$ cat config.mk
export PLATFORM = sky130hd
export DESIGN_NAME = clz_32_unit
export DESIGN_NICKNAME = d
export VERILOG_FILES = /design/src/rtl/clz_32_unit.sv
export SDC_FILE = /design/constraint.sdc
export NUM_CORES = 1
export LEC_CHECK = 0
export ABC_AREA = 1
export BUFFER_PORTS_ARGS = -buffer_cell sky130_fd_sc_hd__buf_2
export CAP_MARGIN = 20
export CORE_ASPECT_RATIO = 0.75
export CORE_UTILIZATION = 35
export CTS_CLUSTER_DIAMETER = 150
export CTS_CLUSTER_SIZE = 30
export DETAILED_ROUTE_END_ITERATION = 10
export HOLD_SLACK_MARGIN = 0.12
export PLACE_DENSITY_LB_ADDON = 0.2
export SLEW_MARGIN = 0
export SYNTH_ARGS = -nofsm -noshare
export SYNTH_HDL_FRONTEND = slang
export SYNTH_SLANG_ARGS = --single-unit
$ cat constraint.sdc
create_clock -name clk -period 1.76 [get_ports clk]
set_clock_uncertainty 0.1 [all_clocks]
set_input_delay 0.352 -clock clk [delete_from_list [all_inputs] [get_ports clk]]
set_output_delay 0.352 -clock clk [all_outputs]
set_load 0.1 [all_outputs]
$ cat src/rtl/clz_32_unit.sv
// Registered count-leading-zeros for 32-bit words: nibble encoders merged by a
// binary priority tree, with the result registered one cycle after in_valid.
module clz_32_unit #(
    parameter int WIDTH     = 32,
    parameter int CNT_WIDTH = 6
) (
    input  logic                 clk,
    input  logic                 rst_n,
    input  logic                 in_valid,
    input  logic [WIDTH-1:0]     in,
    output logic                 out_valid,
    output logic [CNT_WIDTH-1:0] out,
    output logic                 all_zero
);

    logic [1:0] cnt4  [8];
    logic       zero4 [8];
    logic [2:0] cnt8  [4];
    logic       zero8 [4];
    logic [3:0] cnt16 [2];
    logic       zero16[2];
    logic [4:0] cnt32;
    logic       zero32;
    logic [CNT_WIDTH-1:0] cnt_next;

    // Nibble i covers in[4i+3:4i]; an all-zero nibble reports 3 with its zero flag set.
    always_comb begin
        for (int i = 0; i < 8; i++) begin
            zero4[i] = (in[4*i +: 4] == 4'b0000);
            casez (in[4*i +: 4])
                4'b1???: cnt4[i] = 2'd0;
                4'b01??: cnt4[i] = 2'd1;
                4'b001?: cnt4[i] = 2'd2;
                default: cnt4[i] = 2'd3;
            endcase
        end
    end

    // Each merge takes the upper half's count unless the upper half is empty,
    // in which case the count is half-width plus the lower half's count.
    always_comb begin
        for (int i = 0; i < 4; i++) begin
            zero8[i] = zero4[2*i+1] & zero4[2*i];
            cnt8[i]  = zero4[2*i+1] ? {1'b1, cnt4[2*i]} : {1'b0, cnt4[2*i+1]};
        end
        for (int i = 0; i < 2; i++) begin
            zero16[i] = zero8[2*i+1] & zero8[2*i];
            cnt16[i]  = zero8[2*i+1] ? {1'b1, cnt8[2*i]} : {1'b0, cnt8[2*i+1]};
        end
        zero32   = zero16[1] & zero16[0];
        cnt32    = zero16[1] ? {1'b1, cnt16[0]} : {1'b0, cnt16[1]};
        cnt_next = zero32 ? CNT_WIDTH'(WIDTH) : {1'b0, cnt32};
    end

    always_ff @(posedge clk or negedge rst_n) begin
        if (!rst_n) begin
            out_valid <= 1'b0;
            out       <= '0;
            all_zero  <= 1'b0;
        end else begin
            out_valid <= in_valid;
            if (in_valid) begin
                out      <= cnt_next;
                all_zero <= zero32;
            end
        end
    end

endmodule

Word level (Yosys, flattened, before mapping). Index checks and enable logic that the tools add are counted.

Bits of input ports: 35. Flip-flop bits (word level): 8. Output and inout port bits: 8. Logic and storage cells: 50.

Reductions and logical operators: 8. Bitwise gates (word level): 7. Eq/ne operators: 16. Multiplexer cells: 16.

Operators with widths (count): 2-bit one-hot mux with 3 select lines (8); 4-bit logical NOT (8); 3-bit by 1-bit equality test with 1-bit output (second input constant) (8); 2-bit by 1-bit equality test with 1-bit output (second input constant) (8); 3-bit 2-to-1 mux (4); 4-bit 2-to-1 mux (2); 1-bit AND (7); 6-bit 2-to-1 mux (1); 5-bit 2-to-1 mux (1).

Longest topological paths before layout. Gate-level depths: netlist of run 1.

Depth in word-level cells: 6. Mapped depth: 9. Mapped depth without buffers: 9.

Least setup slack after synthesis of run 1. OpenSTA, ideal clock, no wires.

Path type: register -> output. Start: reg out[5]. End: out out[5]. Stages on the path, launching flop included: 2. Buffers on the path: 1. Data required time: 1.308 ns. Path slack: -0.033 ns. Arrival time: 1.341 ns. Path through: dfrtp_1 buf_4.

RTL lines: start: declaration (line 12) `output logic [CNT_WIDTH-1:0] out,`; start signal: assignment (line 63) `out <= cnt_next;`.

No word-level cell between the ends.

Worst setup path after layout of run 1.
Start: reg out[5]. End: out out[5].

No word-level cell between the ends.

==> results of run 1 <==
==> logic make-up (layout without fill, tap and decap cells) <==
family | after synthesis | after routing | share of synthesized area
AOI/OAI and AO/OA | 21 | 21 | 0.1583
buffers and inverters | 26 | 72 | 0.1394
DFF | 7 | 7 | 0.2410
and+or+nand+nor | 67 | 67 | 0.4613
==> cells in the mapped netlist <==
master,number
o21ai_0,5
a21oi_1,9
o21a_1,1
nor2_4,1
a21boi_1,1
o21ai_1,3
nor2_8,1
o21bai_1,2
nand2_1,29
nand2_4,1
inv_1,17
nand3_2,2
nor2_1,16
nand3_1,2
nand4_1,1
buf_4,1
dfrtp_1,7
inv_2,8
nand2_2,6
nor2_2,8
==> per-layer routing <==
layer / vias to the layer above / wire [um] / global-route usage
li1: 460 / - / -
met1: 355 / 759 / 0.2528
met2: 28 / 790 / 0.2867
met3: 2 / 97 / 0.01099
met4: 0 / 14 / 0.07692
met5: - / 0 / 0
==> worst paths after layout <==
| check | startpoint | endpoint | depth (start not counted) |
|---|---|---|---|
| min in group asynchronous | rst_n | out[1] | 2 |
| max in group asynchronous | rst_n | out[5] | 2 |
| worst min-delay path | in_valid | out_valid | 1 |
| worst max register to register | out[5] | out[5] | 1 |
| worst min register to register | out[1] | out[1] | 2 |
| worst max-delay path | out[5] | out[5] | 1 |
==> where the power goes <==
group	internal (mW)	switching, mW
clock	0.0861	0.0531
sequential	0.170	0.00423
combinational	0.0620	0.144
total	0.318	0.202
==> sequential cells by signal, indices dropped and copies added (netlist names) <==
register / count
out_valid: 1
out: 6
==> area by class of cell <==
type / instances / share of cell area
multi-input combinational: 88 / 0.4528
timing repair buffer: 43 / 0.2214
clock buffer: 4 / 0.02642
inverter: 25 / 0.09434
sequential: 7 / 0.1774
tap: 22 / 0.02767
==> metrics by stage <==
| step | instance area (um^2) | setup WS (ns) | hold WS, ns |
|---|---|---|---|
| floorplan | 728.2 | 0.2611 | -0.04359 |
| global placement | 958.4 | 0.3514 | 0.08849 |
| detailed placement | 958.4 | 0.3199 | 0.09107 |
| CTS | 994.7 | 0.2677 | 0.1943 |
| global route | 994.7 | 0.2380 | 0.1978 |
| finish | 994.7 | 0.2835 | 0.2063 |
==> cells in the final DEF, fill, tap and decap left out, types with 2 or more instances in the layout <==
cell type   n
a21oi_1     9
buf_2      42
clkbuf_4    3
dfrtp_1     6
inv_1      17
inv_2       8
nand2_1    29
nand2_2     6
nand3_1     2
nand3_2     2
nor2_1     16
nor2_2      8
o21ai_0     5
o21ai_1     3
o21bai_1    2
==> repair_timing <==
item | CTS | global route
hold buffers | 1 | 0
hold endpoints to repair | 7 | 0
setup endpoints to repair | 0 | 0
==> metrics, run 1 <==
status=completed; post-synth top area share=0.2410; placed instance count=around 180; clk_lat worst skew=roughly 0.24 ns; CTS buffer count=3; Initial Util=0.3955; total power=520.0 uW; vias in the first global route=slightly above 800; Max-Cap Viols=0; drt wl/cell=~8.8 um; sequential cell area=around 180 um^2; Synth Register Bits=7; area delta synth->final=36.83%; maximum VDD drop=0.0004078 V; Final Hold Vio Count=0; largest net degree at the start of global routing=9; clock root buffer=clkbuf_4; worst path bufs/invs=1; area of the multi-input gates=around 450 um^2; highest clock rate=roughly 680 MHz; CP Launch Type=flip-flop; first-pass GRT wire length=between 3 and 4 mm; Yosys top cell by area=dfrtp_1; Setup violations, final=0; Leakage=between 0.6 and 0.7 nW; Netlist cell types=20; measured slew at the worst slew-check pin=0.4874 ns; crit path max-delay cell type=buf_2; Synth warnings=0; final design utilization=0.5412; drt total wl=1.662 mm; layout cell share with drive strength beyond 1=0.4371; GRT Util Overall=0.1832; Die Ht=around 41 um; htree depth=1; Synth Net Count=approximately 160; pwr/cell area=522.8 nW/um^2; CTS max path bufs=2; Rel. slew slack=0.6773; Crit path max-delay family=buffers and inverters; Pre-antenna DRT Iters=4; Vias/cell=roughly 4.5; Min-Delay Path Class=primary input to flip-flop; Top Ports=43; cells resized by post-CTS repair=0; die area=2265 um^2; DRT antenna net count=0; Tcrit/Tclk final=0.8389; CP Class=flip-flop to output pin; Critical Path End Type=output pin; DPL Wire Length=1.507 mm; final net count=approximately 200; # diodes=0; RSZ-0062 raised after global routing=false; R2R Setup Slk=around 1 ns; worst-path cell chain=buf_2; Post-Syn Area per Cell=6.008 um^2; fin cells=between 150 and 200; area of the core=around 1800 um^2; Cells after Synth=121; Worst Path Arrival=a little over 1 ns; Slew Viols, Final=0; PortBufs=42; CTS Sinks=7; grt total ovfl=0; # fillers=approximately 200; initial antenna violation count=0; drc violations=0; die width=~55 um; sequential share of the synthesized area=0.2410; setup_tns=0 ns; setup bufs post-CTS=0; CP Max Fanout=3; Tmin final=~1.5 ns; CP max stage delay=between 0.4 and 0.5 ns; DRT iter0 DRCs=26; CTS tree=done; largest cells by area after synthesis=dfrtp_1 (24%), nand2_1 (15%), inv_1 (8.8%), nor2_1 (8.3%), nor2_2 (6.9%); Critical Path RT=~1.3 ns; vias=845; Syn Std Cell Area=slightly above 700 um^2; Cell Rows=13; Worst-path clk slew=~0.050 ns; routability cong.=0.7967
(Power assumes the default switching activity.)
==> inputs of run 2 (changes only) <==
==> constraint.sdc (replaced) <==
create_clock -name clk -period 1.2 [get_ports clk]
set_clock_uncertainty 0.1 [all_clocks]
set_input_delay 0.24 -clock clk [delete_from_list [all_inputs] [get_ports clk]]
set_output_delay 0.24 -clock clk [all_outputs]
set_load 0.1 [all_outputs]
==> run 2 against run 1 <==
  * The flow now finishes with violations (setup timing)
  * Total power is 65% higher
  * Sequential power increased by 54%
  * Worst setup slack lost 0.37 ns
  * Clock-buffer cell count unchanged
  * Combinational power up 78%
  * Global-route usage rose by 1.6 points
  * Worst hold slack got worse by 0.022 ns
  * Highest routed layer unchanged
  * Register-to-register slack got worse by 0.68 ns
  * Critical path depth stayed put
  * First-iteration DRC count down 54%
==> metrics, run 2 (synthesis results as in run 1) <==
RSZ-0062 raised after global routing=true; worst-path cell chain=buf_12; top flop regs=out: 6 flops, out_valid: 1 flops; # diodes=0; DPL Wire Length=1.555 mm; vias in the first global route=803; drt wl/cell=between 9 and 10 um; CP Launch Type=flip-flop; initial antenna violation count=0; DR top layer=met4; GRT Util Overall=0.1993; Cell Rows=13; die width=54.63 um; # fillers=around 180; placed instance count=roughly 190; drt total wl=roughly 1.8 mm; Pre-antenna DRT Iters=4; pwr/cell area=just over 700 nW/um^2; cells resized by post-CTS repair=0; worst hold slack=~0.18 ns; CTS tree=done; max reg flops=6; Top Ports=43; layout cell share with drive strength beyond 1=0.4972; CP Max Fanout=3; fin cells=about 200; Leakage=0.6768 nW; Die Ht=41.47 um; Setup violations, final=2; crit path max-delay cell type=dfrtp_4; CTS max path bufs=2; drc violations=0; worst hold path cell count=3; DRT antenna net count=0; Tcrit/Tclk final=1.070; Initial Util=0.3955; htree depth=1; clock root buffer=clkbuf_4; maximum VDD drop=approximately 0.00056 V; most frequent cells in the layout=buf_2 (34), nand2_1 (29), inv_1 (17); Slew Viols, Final=0; Final Hold Vio Count=0; CP max stage delay=~0.50 ns; Rel. slew slack=0.8349; area delta synth->final=65.40%; Min-Delay Path Class=primary input to flip-flop; commonest non-fill, non-tap cell in the layout=buf_2; final net count=about 210; cell count along the critical path=1; largest net degree at the start of global routing=9; CTS Sinks=7; clk_lat worst skew=0.26 ns; CP Class=flip-flop to output pin; grt total ovfl=0; CTS buffer count=3; Worst Path Arrival=0.94 ns; worst path bufs/invs=1; measured slew at the worst slew-check pin=~0.25 ns; routability cong.=0.8043; Critical Path End Type=output pin; vias=about 900; met2 WL=827 um; worst setup margin=-0.08366 ns; Critical Path RT=0.86 ns; violations in the final reports=setup timing; area of the core=between 1500 and 2000 um^2; Crit path max-delay family=flip-flops; met3 WL=101 um; die area=around 2300 um^2; first-pass GRT wire length=3.277 mm; Tmin final=about 1.3 ns; Vias/cell=4.422; Max-Cap Viols=0; status=finished with violations; PortBufs=42; highest clock rate=around 780 MHz; met1 wire length=around 830 um; Biggest register=out; Worst-path clk slew=approximately 0.060 ns; DRT iter0 DRCs=12; Worst R2R Path Depth=1
[run 2: worst paths after layout]
check,to,from,slack [ns]
hold reg to reg,out[1],out[1],0.43
setup reg to reg,out[5],out[5],0.31
hold / removal,out[3],in_valid,0.18
min in group asynchronous,out[5],rst_n,0.23
max in group asynchronous,out[5],rst_n,0.60
setup / recovery,all_zero,out[5],-0.08
[run 2: repair_timing]
item / CTS / global route
hold buffers: 2 / 0
buffers inserted: 0 / 1
endpoints found under the setup margin: 2 / 8
pin swaps: 0 / 0
hold endpoints to repair: 8 / 0
[run 2: final cells by class]
class	count	area, um^2	share of cell area
tap	22	27.53	0.02289
timing repair buffer	53	417.9	0.3476
clock buffer	4	26.28	0.02185
inverter	25	93.84	0.07804
multi-input combinational	88	450.4	0.3746
sequential	7	186.4	0.1550
[run 2: metal layers]
layer	GRT usage	up-vias
met5	0	-
met4	0.1077	0
met3	0.04396	5
met2	0.2940	28
met1	0.2623	368
li1	-	479
[run 2: power breakdown]
| group | total [mW] | internal (mW) | switching [mW] | leakage [nW] |
|---|---|---|---|---|
| combinational | 0.367 | 0.152 | 0.216 | 0.581 |
| clock | 0.225 | 0.128 | 0.0974 | 0.0150 |
| sequential | 0.268 | 0.252 | 0.0156 | 0.0808 |
| total | 0.860 | 0.532 | 0.329 | 0.677 |
[run 2: per-stage QoR]
stage | area (um^2) | setup TNS, ns | worst slack [ns] | power [mW] | utilization
2_1_floorplan | 738.2 | -0.08806 | -0.08806 | 0.4649 | -
3_5_place_dp | 1149 | -0.4804 | -0.1309 | 0.6360 | 0.6249
5_1_grt | 1202 | -0.2599 | -0.1027 | 0.9139 | 0.6542
6_report | 1202 | -0.1670 | -0.08366 | 0.8604 | 0.6542
4_1_cts | 1195 | -0.1602 | -0.08023 | 0.8607 | 0.6501
3_3_place_gp | 1149 | -0.3431 | -0.1024 | 0.6284 | 0.6249
==> inputs of run 3 (changes only) <==
--- a/config.mk
+++ b/config.mk
@@ -5,17 +5,17 @@
 export SDC_FILE = /design/constraint.sdc
 export NUM_CORES = 1
 export LEC_CHECK = 0
-export ABC_AREA = 1
+export ABC_AREA = 0
 export BUFFER_PORTS_ARGS = -buffer_cell sky130_fd_sc_hd__buf_2
 export CAP_MARGIN = 20
 export CORE_ASPECT_RATIO = 0.75
+export CORE_MARGIN = 1.5
 export CORE_UTILIZATION = 35
 export CTS_CLUSTER_DIAMETER = 150
 export CTS_CLUSTER_SIZE = 30
 export DETAILED_ROUTE_END_ITERATION = 10
 export HOLD_SLACK_MARGIN = 0.12
 export PLACE_DENSITY_LB_ADDON = 0.2
-export SLEW_MARGIN = 0
 export SYNTH_ARGS = -nofsm -noshare
 export SYNTH_HDL_FRONTEND = slang
 export SYNTH_SLANG_ARGS = --single-unit
==> run 3 against run 2 <==
  * Sequential power down 2%
  * Critical path type unchanged
  * Critical path depth unchanged
  * The run still ends with setup timing left
  * Cell count down 11%
  * Largest cell class is now non-clock buffers
  * Critical endpoint unchanged
  * Fmax down 0.28%
  * Core utilization up 16 points
  * Worst setup slack worse by 0.0036 ns
  * Synthesized area down 13%
==> metrics, run 3 <==
# diodes=0; most common cell in the netlist=nor2_1; area delta synth->final=121.8%; CTS max path bufs=2; sequential share of the synthesized area=0.2756; Top Usage Layer GRT=met2; Synth Net Count=116; Worst Path Arrival=roughly 0.95 ns; Rel. slew slack=0.7233; PortBufs=42; Min-Delay Path Class=primary input to flip-flop; final design utilization=0.8179; CP Class=flip-flop to output pin; commonest non-fill, non-tap cell in the layout=buf_4; die width=52.21 um; CTS Sinks=7; Cells after Synth=81; largest net degree at the start of global routing=12; first-pass GRT wire length=about 3.8 mm; vias=slightly above 900; top flop regs=out: 6 flops, out_valid: 1 flops; Leakage=0.6409 nW; vias in the first global route=844; layout cell share with drive strength beyond 1=0.6129; worst-path cell chain=buf_12; Post-synth top flop=dfrtp_1; drc violations=0; post-synth top area share=0.2756; Final Hold Vio Count=0; Syn Std Cell Area=roughly 640 um^2; CP max stage delay=0.51 ns; CP Launch Type=flip-flop; GRT Util Overall=0.2533; CTS buffer count=3; clk_lat worst skew=0.25 ns; Setup violations, final=7; Slew Viols, Final=0; Synth warnings=0; GRT met3 Usage=0.03435; routing usage on met2=0.5127; Critical Path RT=about 0.86 ns; status=finished with violations; Worst-path clk slew=approximately 0.050 ns; drt wl/cell=~15 um; Tmin final=around 1.3 ns; DPL Wire Length=1.894 mm; Initial Util=0.3687; measured slew at the worst slew-check pin=0.4099 ns; most frequent cells in the layout=buf_4 (28), buf_2 (24), nor2_1 (12); Max-Cap Viols=0; placed instance count=166; area of the core=1724 um^2; crit path max-delay cell type=dfrtp_4; DRT iter0 DRCs=27; CTS tree=done; DRT antenna net count=0; Die Ht=39.91 um; pwr/cell area=641.5 nW/um^2; RSZ-0062 raised after global routing=true; routability cong.=between 0.7 and 0.8; worst setup margin=-0.08730 ns; maximum VDD drop=around 0.00044 V; Cell Rows=13; Final Cell Area=about 1400 um^2; die area=approximately 2100 um^2; Biggest register=out; Vias/cell=about 5.2; worst hold slack=between 0.2 and 0.25 ns; ys async rst share=1.000; max reg flops=6; Post-synth EDFFs=0; clock root buffer=clkbuf_4; highest clock rate=around 800 MHz; initial antenna violation count=0; met1 GRT Util=0.2783; Crit path max-delay family=flip-flops; Top Ports=43; htree depth=1; CP Max Fanout=3; Tcrit/Tclk final=1.073; grt total ovfl=0; worst path bufs/invs=1; largest cells by area after synthesis=dfrtp_1 (28%), nor2_1 (7.1%), nor4_4 (6.7%), a21oi_1 (6.3%), inv_1 (5.3%); violations in the final reports=setup timing; Post-Syn Area per Cell=around 7.8 um^2; Critical Path End Type=output pin; placed cell area=approximately 1200 um^2; Post-synth top cells=nor2_1 (12), inv_1 (9), a21oi_1 (8); Yosys top cell by area=dfrtp_1; Synth Register Bits=7; drt total wl=~2.7 mm; # fillers=between 100 and 150; Netlist cell types=28; Pre-antenna DRT Iters=4; fin cells=roughly 180; final net count=191
==> run 3: cell types whose count changed after synthesis, sizes merged, moves of 2 or more <==
| cell | previous run | this run |
|---|---|---|
| a31oi | 0 | 2 |
| inv | 25 | 9 |
| nand2 | 36 | 6 |
| nand3 | 4 | 1 |
| nor2 | 26 | 13 |
| nor2b | 0 | 3 |
| nor4 | 0 | 8 |
| o2111ai | 0 | 2 |
| o211ai | 0 | 2 |
| o21ai | 8 | 5 |
| o311ai | 0 | 2 |
| o31ai | 0 | 2 |
==> run 3: path summary, 6_finish.rpt <==
kind | end | slack, ns | cells past startpoint | from
max in group asynchronous | out[5] | 0.57 | 2 | rst_n
setup reg to reg | out[4] | 0.16 | 2 | out[4]
min in group asynchronous | out[3] | 0.25 | 2 | rst_n
hold / removal | out_valid | 0.21 | 2 | in_valid
setup / recovery | all_zero | -0.09 | 1 | out[5]
hold reg to reg | out[3] | 0.49 | 2 | out[3]
==> run 3: where the power goes <==
group,internal (mW),switching [mW],leakage (nW)
registers,0.249,0.0131,0.0818
logic,0.197,0.222,0.544
clock network,0.127,0.0957,0.0150
==> run 3: metal layers <==
layer  up-vias  wire length [um]  share of wire
met4         0                14         0.0052
met3         2               126          0.047
met1       434              1038           0.39
met2        42              1503           0.56
li1        451                 -              -
met5         -                 0              0
==> run 3: what timing repair did <==
action                                  CTS  global route
resized for setup                        16            10
endpoints found under the setup margin    7            13
pin swaps                                11             7
buffers inserted                          2             4
hold endpoints to repair                  7             0
hold buffers                              1             0
==> run 3: cell families (layout without fill, tap and decap cells) <==
kind of cell,Yosys count,in the layout,synth area share
AOI/OAI and AO/OA,26,26,0.2618
buffers and inverters,11,85,0.07086
and+or+nand+nor,36,36,0.3740
DFF,7,7,0.2756
muxes,1,1,0.01772
==> run 3: layout make-up <==
| class | count | area (um^2) | area share |
|---|---|---|---|
| clock buffer | 4 | 26.28 | 0.01863 |
| timing repair buffer | 72 | 631.9 | 0.4481 |
| tap | 22 | 27.53 | 0.01952 |
| inverter | 9 | 33.78 | 0.02396 |
| multi-input combinational | 63 | 505.5 | 0.3585 |
| sequential | 7 | 185.2 | 0.1313 |
==> run 3: metrics by stage <==
stage	setup TNS, ns	power, mW	worst slack, ns
final	-0.4567	0.9045	-0.08730
after CTS	-0.4560	0.8617	-0.09587
after global routing	-1.011	0.9523	-0.1787
after global placement	-1.630	0.6110	-0.3315
after floorplan	-0.6148	0.4034	-0.1622
after detailed placement	-1.970	0.6239	-0.4361
